--- src/rtl/branch_sched_pkg.sv ---
// Shared types for the branch scheduler: op/result records, branch encodings
// and scheduler states.
package branch_sched_pkg;

  localparam logic [1:0] BR_EQ  = 2'd0;
  localparam logic [1:0] BR_LT  = 2'd1;
  localparam logic [1:0] BR_LTU = 2'd2;

  // Tag width carried in the records; the top-level TAG_W defaults to this.
  localparam int BR_TAG_W = 4;

  typedef enum logic {
    RUN      = 1'b0,
    REDIRECT = 1'b1
  } sched_state_e;

  typedef struct packed {
    logic [1:0]          br_type;
    logic                gate_sel;
    logic [31:0]         reg_a;
    logic [31:0]         reg_b;
    logic [31:0]         pc;
    logic [31:0]         imm;
    logic                pred_taken;
    logic [31:0]         pred_pc;
    logic [BR_TAG_W-1:0] tag;
  } branch_op_t;

  typedef struct packed {
    logic [BR_TAG_W-1:0] tag;
    logic                taken;
    logic [31:0]         next_pc;
    logic                mispredict;
  } branch_res_t;

  function automatic logic calc_mispredict(input logic taken, input logic [31:0] next_pc,
                                           input logic pred_taken, input logic [31:0] pred_pc);
    return (taken != pred_taken) || (next_pc != pred_pc);
  endfunction

endpackage

--- src/rtl/branch_sched_fifo.sv ---
// Synchronous FIFO of branch ops; count disambiguates full/empty and the head
// reads as zero when empty.
module br_fifo
  import branch_sched_pkg::*;
#(
  parameter int DEPTH = 4
) (
  input  logic                     clk,
  input  logic                     rst,
  input  logic                     clear,
  input  logic                     push,
  input  logic                     pop,
  input  branch_op_t               wr_data,
  output branch_op_t               rd_data,
  output logic [$clog2(DEPTH):0]   count
);

  localparam int AW = $clog2(DEPTH);
  localparam int CW = AW + 1;

  branch_op_t      mem_q [DEPTH];
  branch_op_t      mem_d [DEPTH];
  logic [AW-1:0]   wr_ptr_q, wr_ptr_d;
  logic [AW-1:0]   rd_ptr_q, rd_ptr_d;
  logic [CW-1:0]   count_q, count_d;

  always_comb begin
    mem_d    = mem_q;
    wr_ptr_d = wr_ptr_q;
    rd_ptr_d = rd_ptr_q;
    count_d  = count_q;
    if (clear) begin
      wr_ptr_d = '0;
      rd_ptr_d = '0;
      count_d  = '0;
    end else begin
      if (push) begin
        mem_d[wr_ptr_q] = wr_data;
        wr_ptr_d        = wr_ptr_q + AW'(1);
      end
      if (pop) begin
        rd_ptr_d = rd_ptr_q + AW'(1);
      end
      case ({push, pop})
        2'b10:   count_d = count_q + CW'(1);
        2'b01:   count_d = count_q - CW'(1);
        default: count_d = count_q;
      endcase
    end
  end

  always_ff @(posedge clk) begin
    if (rst) begin
      wr_ptr_q <= '0;
      rd_ptr_q <= '0;
      count_q  <= '0;
    end else begin
      wr_ptr_q <= wr_ptr_d;
      rd_ptr_q <= rd_ptr_d;
      count_q  <= count_d;
    end
  end

  always_ff @(posedge clk) begin
    mem_q <= mem_d;
  end

  assign rd_data = (count_q != '0) ? mem_q[rd_ptr_q] : '0;
  assign count   = count_q;

endmodule

--- src/rtl/branch_sched.sv ---
// In-order branch scheduler: queues dispatched branches, issues the head to the
// FU, holds the resolved result and raises a one-cycle redirect on mispredict.
//   state    | meaning
//   RUN      | normal queue/issue/result operation
//   REDIRECT | one-cycle redirect pulse to fetch; issue and accept blocked
module branch_sched
  import branch_sched_pkg::*;
#(
  parameter int DEPTH = 4,
  parameter int TAG_W = BR_TAG_W
) (
  input  logic                     CLK,
  input  logic                     nRST,
  input  logic                     flush,
  input  logic                     in_valid,
  output logic                     in_ready,
  input  logic [1:0]               in_branch_type,
  input  logic                     in_gate_sel,
  input  logic [31:0]              in_reg_a,
  input  logic [31:0]              in_reg_b,
  input  logic [31:0]              in_pc,
  input  logic [31:0]              in_imm,
  input  logic                     in_pred_taken,
  input  logic [31:0]              in_pred_pc,
  input  logic [TAG_W-1:0]         in_tag,
  output logic                     fu_branch,
  output logic [1:0]               fu_branch_type,
  output logic                     fu_branch_gate_sel,
  output logic [31:0]              fu_reg_a,
  output logic [31:0]              fu_reg_b,
  output logic [31:0]              fu_current_pc,
  output logic [31:0]              fu_imm,
  input  logic                     fu_branch_outcome,
  input  logic [31:0]              fu_updated_pc,
  output logic                     res_valid,
  input  logic                     res_ready,
  output logic [TAG_W-1:0]         res_tag,
  output logic                     res_taken,
  output logic [31:0]              res_next_pc,
  output logic                     res_mispredict,
  output logic                     redirect_valid,
  output logic [31:0]              redirect_pc,
  output logic [$clog2(DEPTH):0]   occupancy
);

  localparam int CW = $clog2(DEPTH) + 1;
  localparam logic [CW-1:0] FULL = CW'(DEPTH);

  sched_state_e  state_q, state_d;
  branch_res_t   res_q, res_d;
  logic          res_valid_q, res_valid_d;
  logic [31:0]   redirect_pc_q, redirect_pc_d;

  branch_op_t    in_op, head;
  logic [CW-1:0] occ;
  logic          hs, mis_hs, issue, push, fifo_clear;

  always_comb begin
    in_op.br_type    = in_branch_type;
    in_op.gate_sel   = in_gate_sel;
    in_op.reg_a      = in_reg_a;
    in_op.reg_b      = in_reg_b;
    in_op.pc         = in_pc;
    in_op.imm        = in_imm;
    in_op.pred_taken = in_pred_taken;
    in_op.pred_pc    = in_pred_pc;
    in_op.tag        = BR_TAG_W'(in_tag);
  end

  br_fifo #(.DEPTH(DEPTH)) u_fifo (
    .clk     (CLK),
    .rst     (nRST),
    .clear   (fifo_clear),
    .push    (push),
    .pop     (issue),
    .wr_data (in_op),
    .rd_data (head),
    .count   (occ)
  );

  always_comb begin
    hs     = res_valid_q && res_ready;
    mis_hs = hs && res_q.mispredict && (state_q == RUN);
    // Everything still queued behind a mispredicted branch is wrong-path.
    issue  = (occ != '0) && (state_q == RUN) && (!res_valid_q || res_ready) && !mis_hs;
    in_ready   = ((occ != FULL) || issue) && (state_q == RUN) && !flush;
    push       = in_valid && in_ready;
    fifo_clear = flush || mis_hs;
  end

  always_comb begin
    state_d       = RUN;
    res_d         = res_q;
    res_valid_d   = res_valid_q;
    redirect_pc_d = redirect_pc_q;
    if (hs) begin
      res_valid_d = 1'b0;
    end
    if (issue) begin
      res_valid_d        = 1'b1;
      res_d.tag          = head.tag;
      res_d.taken        = fu_branch_outcome;
      res_d.next_pc      = fu_updated_pc;
      res_d.mispredict   = calc_mispredict(fu_branch_outcome, fu_updated_pc,
                                           head.pred_taken, head.pred_pc);
    end
    if (mis_hs) begin
      state_d       = REDIRECT;
      redirect_pc_d = res_q.next_pc;
    end
    if (flush) begin
      state_d     = RUN;
      res_valid_d = 1'b0;
    end
  end

  always_ff @(posedge CLK) begin
    if (nRST) begin
      state_q       <= RUN;
      res_q         <= '0;
      res_valid_q   <= 1'b0;
      redirect_pc_q <= '0;
    end else begin
      state_q       <= state_d;
      res_q         <= res_d;
      res_valid_q   <= res_valid_d;
      redirect_pc_q <= redirect_pc_d;
    end
  end

  assign fu_branch          = issue;
  assign fu_branch_type     = head.br_type;
  assign fu_branch_gate_sel = head.gate_sel;
  assign fu_reg_a           = head.reg_a;
  assign fu_reg_b           = head.reg_b;
  assign fu_current_pc      = head.pc;
  assign fu_imm             = head.imm;

  assign res_valid      = res_valid_q;
  assign res_tag        = TAG_W'(res_q.tag);
  assign res_taken      = res_q.taken;
  assign res_next_pc    = res_q.next_pc;
  assign res_mispredict = res_q.mispredict;
  assign redirect_valid = (state_q == REDIRECT);
  assign redirect_pc    = redirect_pc_q;
  assign occupancy      = occ;

endmodule

--- config.mk ---
export PLATFORM = sky130hd
export DESIGN_NAME = branch_sched
export DESIGN_NICKNAME = d
export VERILOG_FILES = /design/src/rtl/branch_sched_pkg.sv /design/src/rtl/branch_sched_fifo.sv /design/src/rtl/branch_sched.sv
export SDC_FILE = /design/constraint.sdc
export NUM_CORES = 1
export LEC_CHECK = 0
export ABC_CLOCK_PERIOD_IN_PS = 14200
export CORE_AREA = 8 8 224 279
export DETAILED_ROUTE_END_ITERATION = 16
export DIE_AREA = 0 0 232 287
export DONT_BUFFER_PORTS = 1
export PLACE_DENSITY = 0.72
export SLEW_MARGIN = 0
export SYNTH_ARGS = -nofsm -noshare
export SYNTH_HDL_FRONTEND = slang
export SYNTH_HIERARCHICAL = 1
export SYNTH_SLANG_ARGS = --single-unit
--- constraint.sdc ---
create_clock -name CLK -period 14.2 [get_ports CLK]
set_input_delay 2.84 -clock CLK [delete_from_list [all_inputs] [get_ports CLK]]
set_output_delay 2.84 -clock CLK [all_outputs]
set_load 0.01 [all_outputs]
# == Yosys cells after proc, flatten, opt, wreduce, memory -nomap -nowiden ==
# Index checks and enable logic that the tools add are counted.
# Widths: inputs -> output; s select.
# op_classes
n_eq_ne,5
bitwise,4
add_sub_neg,4
muxes,11
reduce_logical,23
n_lt_le_gt_ge,3
# ops
op,n
$bwmux 672,1
$mux 168,4
$bmux 168 s2,1
$demux 168 s2,1
$ne 32x32->1,1
$logic_and 1x1->1,10
$ge 3x3->1 const B,2
$not 2->3,2
$pmux 3 s2,1
$add 2x1->2 const B,2
$logic_or 1x1->1,4
$reduce_bool 2->1,2
$reduce_or 2->1,2
$add 3x1->3 const B,1
$logic_not 1->1,3
$lt 3x1->1 const B,1
$mux 1,3
$ne 3x3->1 const B,1
$reduce_bool 3->1,1
$sub 3x1->3 const B,1
$eq 2x1->1 const B,1
$eq 2x2->1 const B,1
$not 1->1,2
$reduce_and 2->1,1
$ne 1x1->1,1
# word_totals
out_inout_bits,208
ff_bits,751

# == Logic depth before layout (Yosys ltp) ==
# Gate-level depths: netlist of run 1.
# logic_depth
word_depth,11
ltp_mapped,12
depth_no_buf,12

# == Hierarchy ==
# Netlist of run 1, hierarchy kept.
# by_module_without_submodules
module,area_each_um2,seq_area_each_um2,n_inst,cells_per_inst
br_fifo,25750.9,20319.5,1,1109
branch_sched,2887.8,1441.4,1,363

# == Least setup slack after synthesis of run 1 ==
# OpenSTA, ideal clock, no wires.
# synth_path
path_type,in2reg
start,input port res_ready
end,register u_fifo/mem_q[0] in the netlist's numbering (enable)
setup_slack_ps,5877
stages,8
path_buffers,0
arrival_ps,7774
path_cell_list,nand2b_1 > a21oi_2 > nor4b_1 > nor3_1 > and2_1 > inv_1 > nor2_1 > and2_1
# synth_between
elab_chain_cells,10
elab_cells_between_ends,14
cone_classes,bitwise: 1; reduce/logical: 13
# synth_rtl
item,line,text
"start, declared",branch_sched.sv:36,"input logic res_ready,"
$logic_and 1x1->1,branch_sched.sv:82,hs = res_valid_q && res_ready;
$logic_and 1x1->1 (2 in a row),branch_sched.sv:83,mis_hs = hs && res_q.mispredict && (state_q == RUN);
$logic_not 1->1,branch_sched.sv:85,issue = (occ != '0) && (state_q == RUN) && (!res_valid_q || res_ready) && !mis_hs;
$logic_and 1x1->1 *,branch_sched.sv:85,
$logic_or 1x1->1 *,branch_sched.sv:86,in_ready = ((occ != FULL) || issue) && (state_q == RUN) && !flush;
$logic_and 1x1->1 * (2 in a row),branch_sched.sv:86,
named net in_ready,branch_sched.sv:16,"output logic in_ready,"
$logic_and 1x1->1 *,branch_sched.sv:87,push = in_valid && in_ready;
named net push,branch_sched.sv:56,"logic hs, mis_hs, issue, push, fifo_clear;"
$reduce_and 2->1 (no source line) *,n/a,
"end signal, assigned",branch_sched_fifo.sv:65,mem_q <= mem_d;
"end, declared",branch_sched_fifo.sv:21,branch_op_t mem_q [DEPTH];
# Mark *: on every way through the listed nets, which the timed path passes. The rest lies on a longest branch.
# A chain may end at the register's enable or synchronous reset.

# == Final worst setup path of run 1 ==
# layout_path
start,input port res_ready
end,output port fu_branch
# layout_between
elab_chain_cells,5
elab_cells_between_ends,7
cone_classes,reduce/logical: 7
# layout_rtl
item,line,text
$logic_and 1x1->1,branch_sched.sv:82,
$logic_and 1x1->1 (2 in a row),branch_sched.sv:83,
$logic_not 1->1,branch_sched.sv:85,
$logic_and 1x1->1 *,branch_sched.sv:85,
"end, declared",branch_sched.sv:26,"output logic fu_branch,"
# Mark *: on every way between the ends. The rest lies on a longest branch, timed or not.

==> flow_summary.json, run 1 <==
{
  "stdcell_area_sq_um": 31800,
  "cts_buffer_depth": 3,
  "cp-start-kind": "input port",
  "clk_latency_ns": 0.59,
  "finalHoldViolCount": 0,
  "grt-busiest-layer": "met2",
  "initial_utilization": 0.494,
  "rows": 99,
  "gp_congestion": 0.763,
  "ant_nets": 0,
  "port_buffers": 0,
  "viasPerCell": 5.71,
  "cts.sinks": 751,
  "grt_usage": 0.183,
  "ctsResizeCount": 0,
  "cp_cell_sequence": "nand2b_1 -> a21oi_2 -> o31ai_4 -> inv_2",
  "die_w_um": 232,
  "power-per-cell-area_nw_per_um2": 144,
  "ys_top_cells_by_count": "672 x edfxtp_1, 168 x mux4_2, 168 x nor2b_1",
  "rr_worst_depth": 10,
  "core-area_sq_um": 58000,
  "h-tree-depth": 3,
  "fin_crit_ns": 6.68,
  "grtUsageMet2": 0.312,
  "cts_made_buffers": 73,
  "syn_to_final_growth_pct": 10.9,
  "grt_pass1_vias": 13700,
  "post_dp_cell_area_sq_um": 29300,
  "post_cts_buffers": 0,
  "report.final.slew_viol_count": 0,
  "rsz0062_at_grt": "false",
  "cts_tree": "done",
  "ys_seq_area_frac": 0.760,
  "power_leakage_nw": 9.56,
  "fp.dieH_um": 287,
  "met3_usage": 0.0748,
  "drc": 0,
  "finalSetupViolations": 0,
  "ir_worst_vdd_mv": 0.126,
  "worst_ep_arrival_time_ns": 3.84,
  "min_path_type": "flop to flop",
  "dieArea_sq_um": 66600,
  "cpPeakStageDelay_ns": 0.61,
  "ys.flop_type": "edfxtp_1",
  "status": "finished clean",
  "final_layout_size_suffix_gt1_frac": 0.198,
  "fin_skew_ns": 0.0196,
  "synth_edf_count": 672,
  "hold_buffers": 0,
  "cts_root_buffer": "clkbuf_16",
  "synth-seq-cells": 751,
  "final_net_count": 1698,
  "drt-pass1-iter-count": 5,
  "finish.utilization": 0.548,
  "period_share": 0.471,
  "required_ns": 11.36,
  "max_freq_mhz": 150,
  "yosysUniqueCellTypes": 33,
  "synth_nets": 1684,
  "netlist_area_sq_um": 28600,
  "async_flop_share": 0,
  "grt_pass1_wl_mm": 90.5,
  "cap_violations": 0,
  "synth_top_cell_by_area": "edfxtp_1",
  "synth_area_per_cell_sq_um": 19.5,
  "worstMarginPinSlew_ns": 1.17,
  "relSlewSlack": 0.219,
  "top_level_ports": 414,
  "num-fill-cells": 4372,
  "clkSlewWorstSetupHoldPaths_ns": 0.05,
  "synthCells": 1472,
  "drtIter0Drc": 845,
  "grt_max_degree": 86,
  "critPathKind": "input port to primary output",
  "synthTopCellsByArea": "edfxtp_1 70%, mux4_2 13%, dfxtp_1 5.5%, nor2b_1 3.7%, nand2_1 1.8%",
  "setup_tns_ns": 0,
  "synth_top_area_frac": 0.705,
  "yosysMostFrequentCell": "edfxtp_1",
  "antenna_found_initial": 1,
  "dp_hpwl_mm": 39.6,
  "routed_wl_mm": 62.0,
  "slowest_stage": "inv_2",
  "whs_path_depth": 2,
  "vias": 13100,
  "grt_util_met1": 0.206,
  "yosysWarnings": 6,
  "path_max_fanout": 43,
  "gr-total-overflow": 0,
  "end_kind": "primary output",
  "wl_per_cell_um": 27.0
}
## registers in the layout (all words and copies together) (netlist names)
signal	flops
u_fifo/mem_q	672
res_valid	1
u_fifo/rd_ptr_q	2
res_taken	1
redirect_pc	32
u_fifo/count	3
u_fifo/wr_ptr_q	2
res_mispredict	1
res_next_pc	32
res_tag	4
redirect_valid	1
## power by group
| part | total [mW] | internal (mW) | leakage (nW) | switching (mW) |
|---|---|---|---|---|
| Combinational | 0.181 | 0.0699 | 1.67 | 0.111 |
| Sequential | 2.45 | 2.43 | 6.71 | 0.0213 |
| Clock | 1.93 | 1.13 | 1.19 | 0.795 |
## cells by family (layout without fill, tap and decap cells)
family,count (synthesis),after routing,synth area share
flops,751,751,0.760
compound gates,76,76,0.0138
buf+inv,88,158,0.0171
mux,169,169,0.132
other cells,0,1,0
xor+xnor,38,38,0.0116
simple gates,344,344,0.0623
fa+ha+maj,6,6,0.00288
## cell type report
class,instances,area [sq um],area share
clock buffers,94,2070,0.0653
repair buffers,19,155,0.00489
diodes,1,2.50,0.0000788
well taps,757,947,0.0298
multi-input cells,633,6420,0.202
inverters,8,30.0,0.000946
clock inverters,37,355,0.0112
flip-flops and latches,751,21800,0.686
## path summary, 6_finish.rpt
| path | from | end | slack (ns) |
|---|---|---|---|
| max | res_ready | fu_branch | 7.52 |
| min | redirect_pc[19]$_SDFFE_PP0P_ | redirect_pc[19]$_SDFFE_PP0P_ | 0.50 |
| max reg2reg | res_mispredict$_SDFFE_PP0P_ | u_fifo/mem_q[440]$_DFFE_PP_ | 9.81 |
| min reg2reg | redirect_pc[19]$_SDFFE_PP0P_ | redirect_pc[19]$_SDFFE_PP0P_ | 0.50 |
## stage by stage
stage               hold WS [ns]  power (mW)  std cells  worst slack, ns
finish                     0.501        4.56       2300             7.52
global route               0.517        4.71       2299             7.41
CTS                        0.501        4.62       2299             7.50
detailed placement         0.493        2.69       2168             7.46
global placement           0.488        2.68       2168             7.46
floorplan                  0.481        2.64       1472             5.88
## metal layers
metal  vias to the layer above  part of all wire  wire (um)
met2                       463              0.52      32000
met5                         -                 0          0
met1                      6830              0.35      21800
li1                       5748                 -          -
met4                         0             0.025       1560
met3                        81              0.11       6670
## worst max-delay path: cells and delay by family
kind | cells | cell delay [ns]
buffers and inverters | 1 | 0.61
and+or+nand+nor | 1 | 0.05
AOI/OAI and AO/OA | 2 | 0.34
## cell usage in the layout (no fill, tap or decap), types with 3 or more instances in the layout
cell and instances:
a21oi_1 72, and2_4 4, buf_4 18, bufinv_16 5
clkbuf_1 12, clkbuf_16 80, clkinv_1 12, clkinv_2 10
dfxtp_1 77, edfxtp_1 672, ha_1 5, inv_1 7
inv_6 3, mux4_2 168, nand2_1 140, nand4_1 3
nor2_1 9, nor2b_1 168, nor3_1 3, nor4_1 7
xnor2_1 12, xor2_1 26
Power figures use the tool's default switching activity.
==> run 2: changes to the inputs <==
--- a/config.mk
+++ b/config.mk
@@ -5,7 +5,7 @@
 export SDC_FILE = /design/constraint.sdc
 export NUM_CORES = 1
 export LEC_CHECK = 0
-export ABC_CLOCK_PERIOD_IN_PS = 14200
+export ABC_CLOCK_PERIOD_IN_PS = 6900
 export CORE_AREA = 8 8 224 279
 export DETAILED_ROUTE_END_ITERATION = 16
 export DIE_AREA = 0 0 232 287
==> constraint.sdc (replaced) <==
create_clock -name CLK -period 6.9 [get_ports CLK]
set_input_delay 1.38 -clock CLK [delete_from_list [all_inputs] [get_ports CLK]]
set_output_delay 1.38 -clock CLK [all_outputs]
set_load 0.01 [all_outputs]
==> flow_summary.json, run 2 (synthesis results as in run 1) <==
{
  "rows": 99,
  "finalNonFillerCells": 2300,
  "min_path_type": "flop to flop",
  "worst_ep_arrival_time_ns": 2.84,
  "clkSlewWorstSetupHoldPaths_ns": 0.06,
  "fin_crit_ns": 4.22,
  "p_int_mw": 7.67,
  "rsz0062_at_grt": "false",
  "finalHoldViolCount": 0,
  "grt_max_degree": 169,
  "gr-total-overflow": 0,
  "core-area_sq_um": 58000,
  "drc": 0,
  "seqPwrFrac": 0.528,
  "vias": 13000,
  "ctsResizeCount": 0,
  "post_dp_cell_area_sq_um": 29400,
  "top_level_ports": 414,
  "report.final.slew_viol_count": 0,
  "slowest_stage": "buf_4",
  "grt_usage": 0.185,
  "grt_pass1_vias": 13600,
  "placedCellCount": 2168,
  "gp_congestion": 0.760,
  "hold_ws_ns": 0.502,
  "critPathBufInv": 1,
  "ir_worst_vdd_mv": 0.239,
  "final_layout_size_suffix_gt1_frac": 0.200,
  "max_freq_mhz": 237,
  "ant_nets": 0,
  "power.switching_mw": 1.89,
  "die_w_um": 232,
  "cp-start-kind": "flop",
  "cap_violations": 0,
  "port_buffers": 0,
  "h-tree-depth": 3,
  "antenna_found_initial": 0,
  "clk_latency_ns": 0.60,
  "status": "finished clean",
  "regMostFlops": "u_fifo/mem_q",
  "layout_commonest_cell": "edfxtp_1",
  "initial_utilization": 0.494,
  "period_share": 0.612,
  "final_net_count": 1698,
  "stdcell_area_sq_um": 31900,
  "critPathKind": "flop to primary output",
  "grt_pass1_wl_mm": 91.6,
  "cts_made_buffers": 73,
  "fin_skew_ns": 0.0318,
  "end_kind": "primary output",
  "p_clk_frac": 0.433,
  "worstMarginPinSlew_ns": 1.14,
  "path_max_fanout": 66,
  "cts_root_buffer": "clkbuf_16",
  "drtIter0Drc": 755,
  "final_cell_mix": "672 x edfxtp_1, 168 x mux4_2, 168 x nor2b_1, 140 x nand2_1, 77 x dfxtp_1",
  "cts.sinks": 751,
  "relSlewSlack": 0.237,
  "antennaDiodeCount": 0,
  "syn_to_final_growth_pct": 11.6,
  "finalSetupViolations": 0,
  "pwr-share-comb": 0.039,
  "drt-pass1-iter-count": 5,
  "viasPerCell": 5.67,
  "largest_register_ffs": 672,
  "wl_per_cell_um": 27.1,
  "dieArea_sq_um": 66600,
  "cpPeakStageDelay_ns": 0.82,
  "hold_buffers": 0,
  "cp_top_family": "buffers and inverters",
  "post_cts_buffers": 0,
  "switching_share": 0.198,
  "setup_tns_ns": 0,
  "power-per-cell-area_nw_per_um2": 299,
  "cts_buffer_depth": 3,
  "fp.dieH_um": 287,
  "required_ns": 5.52,
  "cp_cell_sequence": "buf_4 -> mux4_2 -> nor2b_1",
  "power_leakage_nw": 9.64,
  "dp_hpwl_mm": 39.6,
  "routed_wl_mm": 62.4,
  "finish.utilization": 0.551,
  "cts_tree": "done"
}
## run 2: area by class of cell
class / count / area (sq um)
well taps: 757 / 947
repair buffers: 19 / 255
inverters: 8 / 30.0
clock buffers: 85 / 1960
clock inverters: 47 / 573
flip-flops and latches: 751 / 21800
fillers: 4401 / 26000
multi-input cells: 633 / 6420
## run 2: tightest hold or removal path, stage by stage, from the launching register on
cell and delay (ns):
dfxtp_1 0.34, nand2_1 0.06, a21oi_1 0.05
## run 2: per-stage QoR
stage               power (mW)  setup WS (ns)
finish                    9.57           2.68
global route              9.88           2.43
CTS                       9.70           2.53
detailed placement        5.53           2.26
global placement          5.53           2.30
floorplan                 5.44         0.0369
## run 2: power by group through the flow
stage | logic [mW] | registers [mW] | clock network [mW]
after floorplan | 0.307 | 5.13 | 0
after global placement | 0.383 | 5.14 | 0
after detailed placement | 0.385 | 5.15 | 0
after CTS | 0.387 | 5.05 | 4.26
after global routing | 0.409 | 5.05 | 4.42
final | 0.375 | 5.05 | 4.14
## run 2: per-layer routing
| metal | track usage | up-vias | part of all wire |
|---|---|---|---|
| li1 | - | 5747 | - |
| met1 | 0.216 | 6787 | 0.37 |
| met2 | 0.304 | 415 | 0.50 |
| met3 | 0.0806 | 87 | 0.11 |
| met4 | 0.0652 | 0 | 0.027 |
| met5 | 0 | - | 0 |
## run 2: final timing paths
path | from | endpoint | slack (ns) | cells after the start
max | u_fifo/rd_ptr_q[1]$_SDFFE_PP0P_ | fu_reg_b[27] | 2.68 | 3
min | redirect_pc[15]$_SDFFE_PP0P_ | redirect_pc[15]$_SDFFE_PP0P_ | 0.50 | 2
max reg2reg | res_mispredict$_SDFFE_PP0P_ | u_fifo/mem_q[52]$_DFFE_PP_ | 3.14 | 9
min reg2reg | redirect_pc[15]$_SDFFE_PP0P_ | redirect_pc[15]$_SDFFE_PP0P_ | 0.50 | 2
